### src/rtl/serial_negate_ctrl_pkg.sv
`default_nettype none
// ============================================================================
// Module  : serial_negate_ctrl_pkg
// Purpose : Shared encodings for the serial negation sequencer. Holds the
//           control FSM states, the bit-serial two's-complement FSM states and
//           its next-state function.
// Ports   : none (package)
// Options : SERIAL_NEGATE_OVF_EN is consumed by serial_negate_ctrl only.
// Revision: 1.0 - initial release
// ============================================================================
package serial_negate_ctrl_pkg;

  // Sequencer states
  typedef enum logic [1:0] {
    IDLE  = 2'd0,
    SHIFT = 2'd1,
    DRAIN = 2'd2,
    HOLD  = 2'd3
  } ctrl_state_e;

  // Serial complementer states; encoding 3 is illegal and recovers to S_IDLE
  typedef enum logic [1:0] {
    S_IDLE = 2'd0,
    S_ONE  = 2'd1,
    S_ZERO = 2'd2
  } ser_state_e;

  // Copy bits up to and including the first 1, invert every later bit.
  function automatic ser_state_e ser_next(input ser_state_e s, input logic x);
    ser_state_e n;
    case (s)
      S_IDLE:  n = x ? S_ONE  : S_IDLE;
      S_ONE:   n = x ? S_ZERO : S_ONE;
      S_ZERO:  n = x ? S_ZERO : S_ONE;
      default: n = S_IDLE;
    endcase
    return n;
  endfunction

endpackage
`default_nettype wire

### src/rtl/serial_negate_ctrl_if.sv
`default_nettype none
// ============================================================================
// Module  : serial_negate_ctrl_if
// Purpose : Operand/result handshake bundle of the serial negation sequencer.
// Ports   : in_valid/in_ready/in_data   operand channel (valid/ready)
//           out_valid/out_ready/out_data result channel (valid/ready)
//           modport slave  - the sequencer side
//           modport master - the producer/consumer side
// Revision: 1.0 - initial release
// ============================================================================
interface serial_negate_ctrl_if #(
  parameter int WIDTH = 8
);
  logic             in_valid;
  logic             in_ready;
  logic [WIDTH-1:0] in_data;
  logic             out_valid;
  logic             out_ready;
  logic [WIDTH-1:0] out_data;

  modport slave (
    input  in_valid, in_data, out_ready,
    output in_ready, out_valid, out_data
  );

  modport master (
    output in_valid, in_data, out_ready,
    input  in_ready, out_valid, out_data
  );
endinterface
`default_nettype wire

### src/rtl/serial_negate_ctrl_fsm.sv
`default_nettype none
// ============================================================================
// Module  : serial_twos_comp_fsm
// Purpose : Bit-serial two's-complement Moore FSM, LSB first. z is 1 only in
//           state S_ONE. clr returns it to S_IDLE at the next edge.
// Ports   : clk    in  clock, rising edge
//           areset in  asynchronous reset, active-high
//           clr    in  synchronous clear to S_IDLE
//           x      in  serial operand bit
//           z      out serial negated bit (Moore)
// Revision: 1.0 - initial release
// ============================================================================
module serial_twos_comp_fsm
  import serial_negate_ctrl_pkg::*;
(
  input  wire logic clk,
  input  wire logic areset,
  input  wire logic clr,
  input  wire logic x,
  output logic      z
);

  ser_state_e state_q;
  ser_state_e state_d;

  always_ff @(posedge clk or posedge areset) begin
    if (areset) state_q <= S_IDLE;
    else        state_q <= state_d;
  end

  always_comb begin
    state_d = S_IDLE;
    if (!clr) state_d = ser_next(state_q, x);
  end

  assign z = (state_q == S_ONE);

endmodule
`default_nettype wire

### src/rtl/serial_negate_ctrl.sv
`default_nettype none
// ============================================================================
// Module  : serial_negate_ctrl
// Purpose : Accepts a parallel operand, streams it LSB first through the serial
//           two's-complement FSM and returns (-in_data) mod 2^WIDTH.
// Ports   : clk    in  clock, rising edge
//           areset in  asynchronous reset, active-high
//           bus    slave modport: operand and result valid/ready channels
//           busy   out high whenever the sequencer is not IDLE
//           ovf    out (SERIAL_NEGATE_OVF_EN only) operand was the most
//                      negative value; valid with out_valid
// Options : `define SERIAL_NEGATE_OVF_EN adds the ovf port and detector.
// Revision: 1.0 - initial release
// ============================================================================
module serial_negate_ctrl
  import serial_negate_ctrl_pkg::*;
#(
  parameter int WIDTH = 8
) (
  input  wire logic             clk,
  input  wire logic             areset,
  serial_negate_ctrl_if.slave   bus,
  output logic                  busy
`ifdef SERIAL_NEGATE_OVF_EN
  ,
  output logic                  ovf
`endif
);

  localparam int                CNT_W    = $clog2(WIDTH);
  localparam logic [CNT_W-1:0]  CNT_LAST = CNT_W'(WIDTH - 1);
  localparam logic [CNT_W-1:0]  CNT_ONE  = CNT_W'(1);

  ctrl_state_e      state_q, state_d;
  logic [WIDTH-1:0] shreg_q, shreg_d;
  logic [WIDTH-1:0] res_q,   res_d;
  logic [CNT_W-1:0] cnt_q,   cnt_d;
  logic             fsm_clr;
  logic             fsm_z;

  serial_twos_comp_fsm u_fsm (
    .clk    (clk),
    .areset (areset),
    .clr    (fsm_clr),
    .x      (shreg_q[0]),
    .z      (fsm_z)
  );

  always_ff @(posedge clk or posedge areset) begin
    if (areset) begin
      state_q <= IDLE;
      shreg_q <= '0;
      res_q   <= '0;
      cnt_q   <= '0;
    end else begin
      state_q <= state_d;
      shreg_q <= shreg_d;
      res_q   <= res_d;
      cnt_q   <= cnt_d;
    end
  end

  always_comb begin
    state_d = state_q;
    shreg_d = shreg_q;
    res_d   = res_q;
    cnt_d   = cnt_q;
    fsm_clr = 1'b0;
    case (state_q)
      IDLE: begin
        if (bus.in_valid) begin
          shreg_d = bus.in_data;
          cnt_d   = '0;
          fsm_clr = 1'b1;
          state_d = SHIFT;
        end
      end
      SHIFT: begin
        shreg_d = shreg_q >> 1;
        cnt_d   = cnt_q + CNT_ONE;
        // z lags x by one cycle: on the first SHIFT cycle it still reflects
        // the cleared FSM, so nothing is collected yet.
        if (cnt_q != '0) res_d = {fsm_z, res_q[WIDTH-1:1]};
        if (cnt_q == CNT_LAST) state_d = DRAIN;
      end
      DRAIN: begin
        res_d   = {fsm_z, res_q[WIDTH-1:1]};
        state_d = HOLD;
      end
      HOLD: begin
        if (bus.out_ready) state_d = IDLE;
      end
      default: state_d = IDLE;
    endcase
  end

  assign bus.in_ready  = (state_q == IDLE);
  assign bus.out_valid = (state_q == HOLD);
  assign bus.out_data  = res_q;
  assign busy          = (state_q != IDLE);

`ifdef SERIAL_NEGATE_OVF_EN
  localparam logic [WIDTH-1:0] MOST_NEG = {1'b1, {(WIDTH-1){1'b0}}};

  logic ovf_q, ovf_d;

  always_comb begin
    ovf_d = ovf_q;
    if (state_q == IDLE && bus.in_valid)      ovf_d = (bus.in_data == MOST_NEG);
    else if (state_q == HOLD && bus.out_ready) ovf_d = 1'b0;
  end

  always_ff @(posedge clk or posedge areset) begin
    if (areset) ovf_q <= 1'b0;
    else        ovf_q <= ovf_d;
  end

  assign ovf = ovf_q && (state_q == HOLD);
`endif

endmodule
`default_nettype wire

### src/flat_wrapper.sv
// flat-port wrapper written by rule: the top's interface ports become plain ports
module serial_negate_ctrl_flat import serial_negate_ctrl_pkg::*;
#(
  parameter int WIDTH = 8
)
  (clk, areset, busy, bus_in_valid, bus_in_data, bus_out_ready, bus_in_ready, bus_out_valid, bus_out_data);
  serial_negate_ctrl_if #(.WIDTH(WIDTH)) bus_i ();
  input  wire logic clk;
  input  wire logic areset;
  output logic busy;
  input wire logic [$bits(bus_i.in_valid)-1:0] bus_in_valid;
  input wire logic [$bits(bus_i.in_data)-1:0] bus_in_data;
  input wire logic [$bits(bus_i.out_ready)-1:0] bus_out_ready;
  output wire logic [$bits(bus_i.in_ready)-1:0] bus_in_ready;
  output wire logic [$bits(bus_i.out_valid)-1:0] bus_out_valid;
  output wire logic [$bits(bus_i.out_data)-1:0] bus_out_data;
  assign bus_i.in_valid = bus_in_valid;
  assign bus_i.in_data = bus_in_data;
  assign bus_i.out_ready = bus_out_ready;
  assign bus_in_ready = bus_i.in_ready;
  assign bus_out_valid = bus_i.out_valid;
  assign bus_out_data = bus_i.out_data;
  serial_negate_ctrl #(.WIDTH(WIDTH)) u_core (.clk(clk), .areset(areset), .bus(bus_i), .busy(busy));
endmodule
### config.mk
export PLATFORM = sky130hd
export DESIGN_NAME = serial_negate_ctrl_flat
export DESIGN_NICKNAME = d
export VERILOG_FILES = /design/src/rtl/serial_negate_ctrl_pkg.sv /design/src/rtl/serial_negate_ctrl_if.sv /design/src/rtl/serial_negate_ctrl_fsm.sv /design/src/rtl/serial_negate_ctrl.sv /design/src/flat_wrapper.sv
export SDC_FILE = /design/constraint.sdc
export NUM_CORES = 1
export LEC_CHECK = 0
export ABC_AREA = 0
export BUFFER_PORTS_ARGS = -buffer_cell sky130_fd_sc_hd__buf_2
export CAP_MARGIN = 30
export CORE_UTILIZATION = 55
export DETAILED_ROUTE_END_ITERATION = 8
export PLACE_DENSITY = 0.79
export SLEW_MARGIN = 0
export SYNTH_ARGS = -nofsm -noshare
export SYNTH_HDL_FRONTEND = slang
export SYNTH_HIERARCHICAL = 1
export SYNTH_SLANG_ARGS = --single-unit
### constraint.sdc
create_clock -name clk -period 3.8 [get_ports clk]
set_input_delay 0.19 -clock clk [delete_from_list [all_inputs] [get_ports clk]]
set_output_delay 0.19 -clock clk [all_outputs]
set_load 0.02 [all_outputs]
==> summary.md <==
| Metric | Value |
|---|---|
| CTS Buffer Depth | 2 |
| TritonCTS clock tree | yes |
| Crit end category | flip-flop |
| Iter 0 DRT Violations | 12 |
| Tot GR Track Use | 0.190 |
| Clock-pin slew on the worst setup and hold paths | 120 ps |
| DR WL/cell | 13.1 um |
| Max Slew Vio Count | 0 |
| Placed cell area | 0.00131 sq mm |
| Multi-input gate area | 547 sq um |
| Fin crit period | 1780 ps |
| Number of synthesized flops with an enable pin | 0 |
| Post-synth ARST share | 1.00 |
| Slew @ Worst Pin | 780 ps |
| Core ar. | 0.00200 sq mm |
| Startpoint type of the worst setup path | flip-flop |
| Avg Vias per Cell | 5.12 |
| Layout cells sized above 1 | 0.407 |
| Num CTS Buffers | 3 |
| Reg2reg setup slack | 2020 ps |
| Antenna violations before repair | 0 |
| Met3 GRT Util | 0.0189 |
| Seq cells post-synth | 23 |
| Post-Synthesis Cells | 93 |
| Commonest non-fill, non-tap cell in the layout | dfrtp_1 |
| IO buf count | 22 |
| Starting density of the core | 0.594 |
| CP arrival | 1980 ps |
| Seq/Total Area, Yosys | 0.484 |
| Fillers | 156 |
| Register area | 576 sq um |
| Period utilization | 0.470 |
| Largest net degree at the start of global routing | 22 |
| Vias in the first global route | 742 |
| Slew headroom | 0.479 |
| P per Cell Area | 906 mW/mm^2 |
| Fmax | 560 MHz |
| Setup-failing EPs final | 0 |
| Final Net Count | 140 |
| Total wire length | 1900 um |
| WP data required | 3990 ps |
| Post-route ant nets | 0 |
| Pre-CTS setup slack | 2040 ps |
| Utilization after layout | 0.674 |
| Hold_ws | 118 ps |
| CP Class | flip-flop to flip-flop |
| Status | finished, final reports clean |
| Setup total negative slack | 0 ps |
| Worst skew pair latency | 300 ps |
| GRT overflow | 0 |
| Drt pass-1 iters | 4 |
| Clk root buf | clkbuf_4 |
| Die height | 48.5 um |
| Die Area | 0.00235 sq mm |
| RePlAce Congestion | 0.730 |
| MaxCap Viol Count | 0 |
| IO Pins | 23 |
| Vias after detailed routing | 742 |
| Met1 Use GR | 0.275 |
| Syn Area/Cell | 12.8 sq um |
| Number of diodes | 0 |
| Most Crowded Layer GR | met2 |
| Launching point of the worst reg2reg path | u_core/state_q[1]$_DFFE_PP0P_ |
| DP HPWL | 1460 um |
| Fin worst setup slack | 2020 ps |
| First-pass GRT wire length | 3450 um |
| Hold Crit Start | bus_in_data[7] |
| Critical path startpoint | u_core/state_q[1]$_DFFE_PP0P_ |
| Hold crit path type | primary input to flip-flop |
| Commonest cells after routing, fill and taps aside | dfrtp_1 (23), buf_2 (22), inv_1 (12), ha_1 (9) |
| Final hold violations | 0 |
| RSZ-0062 raised after global routing | no |
| Synthesized Nets | 114 |
| Ys flop type | dfrtp_1 |
| DRC violations left | 0 |
| Die W | 48.5 um |
| Number of setup buffers added after CTS | 0 |
| H-Tree Depth | 1 |
| Final total power | 1.22 mW |
| YS warnings | 6 |
| CTS Sinks | 23 |
| Finished Layout Cells | 145 |
| Row count | 16 |
| Max FO, Critical Path | 8 |
| Distinct cells, synth | 23 |
| Dpl cells | 140 |
| Leakage | 0.669 nW |
| Post-route cell area | 0.00135 sq mm |
| Max VDD drop | 493 uV |
| Met2 Usage GRT | 0.312 |
| Clock Skew | 4.21 ps |
| Resized Gates After CTS | 0 |
| Cell area after synthesis | 0.00119 sq mm |
| Area Overhead vs Synth | 13.4% |
final timing paths:
| check | end | cells past startpoint |
|---|---|---|
| worst max-delay path | u_core/bus.out_data[5]$_DFFE_PP0P_ | 5 |
| worst min-delay path | u_core/shreg_q[7]$_DFFE_PP0P_ | 3 |
| worst max register to register | u_core/bus.out_data[5]$_DFFE_PP0P_ | 5 |
| worst min register to register | u_core/shreg_q[7]$_DFFE_PP0P_ | 2 |
| max in group asynchronous | u_core/shreg_q[2]$_DFFE_PP0P_ | 3 |
| min in group asynchronous | u_core/u_fsm/state_q[0]$_DFF_PP0_ | 3 |
where the power goes:
part / switching, mW / internal [mW] / total (mW)
registers: 0.0747 / 0.363 / 0.438
logic: 0.336 / 0.340 / 0.676
clock network: 0.0695 / 0.0391 / 0.109
total: 0.480 / 0.742 / 1.22
layout make-up:
| cell class | instances | area share |
|---|---|---|
| Tap cell | 27 | 0.0250 |
| Clock buffer | 3 | 0.0167 |
| Multi-Input combinational cell | 56 | 0.405 |
| Timing Repair Buffer | 23 | 0.0891 |
| Clock inverter | 1 | 0.00371 |
| Inverter | 12 | 0.0334 |
| Sequential cell | 23 | 0.427 |
routing by layer:
metal	up-vias	share of wire
li1	369	-
met1	361	0.45
met2	12	0.52
met3	0	0.025
met4	0	0
met5	-	0
worst max-delay path, cell delays in order, from the launching register on:
cell and delay [ps]:
dfrtp_1 430, inv_1 90, ha_1 420, nand3b_1 190
o21ai_4 160, mux2_2 380
Yosys cell counts (2+ instances only):
master,number,area share
a22o_1,2,0.015
and2_4,2,0.015
buf_6,2,0.019
dfrtp_1,23,0.48
ha_1,9,0.095
inv_1,12,0.038
mux2_2,8,0.076
mux2i_1,2,0.017
nand2_1,4,0.013
nand2b_1,8,0.042
nor2_1,3,0.0095
o21ai_0,2,0.0084
o221a_2,6,0.057
what timing repair did:
item                       4_1_cts  5_1_grt
hold endpoints to repair         2        0
setup endpoints to repair        0        0
hold buffers                     1        0
state kept, by name, summed over array words and instances, names as in the netlist:
signal and count:
u_core/u_fsm/state_q 2, u_core/cnt_q 3, u_core/shreg_q 8, u_core/state_q 2, u_core/bus.out_data 8
cells by family after synthesis:
group           after synthesis  synth area share
flops                        23             0.484
compound gates               14             0.128
fa+ha+maj                     9            0.0946
simple gates                 21             0.113
mux                          12             0.124
buf+inv                      14            0.0568
No activity file was read; power rests on OpenSTA's default activity.
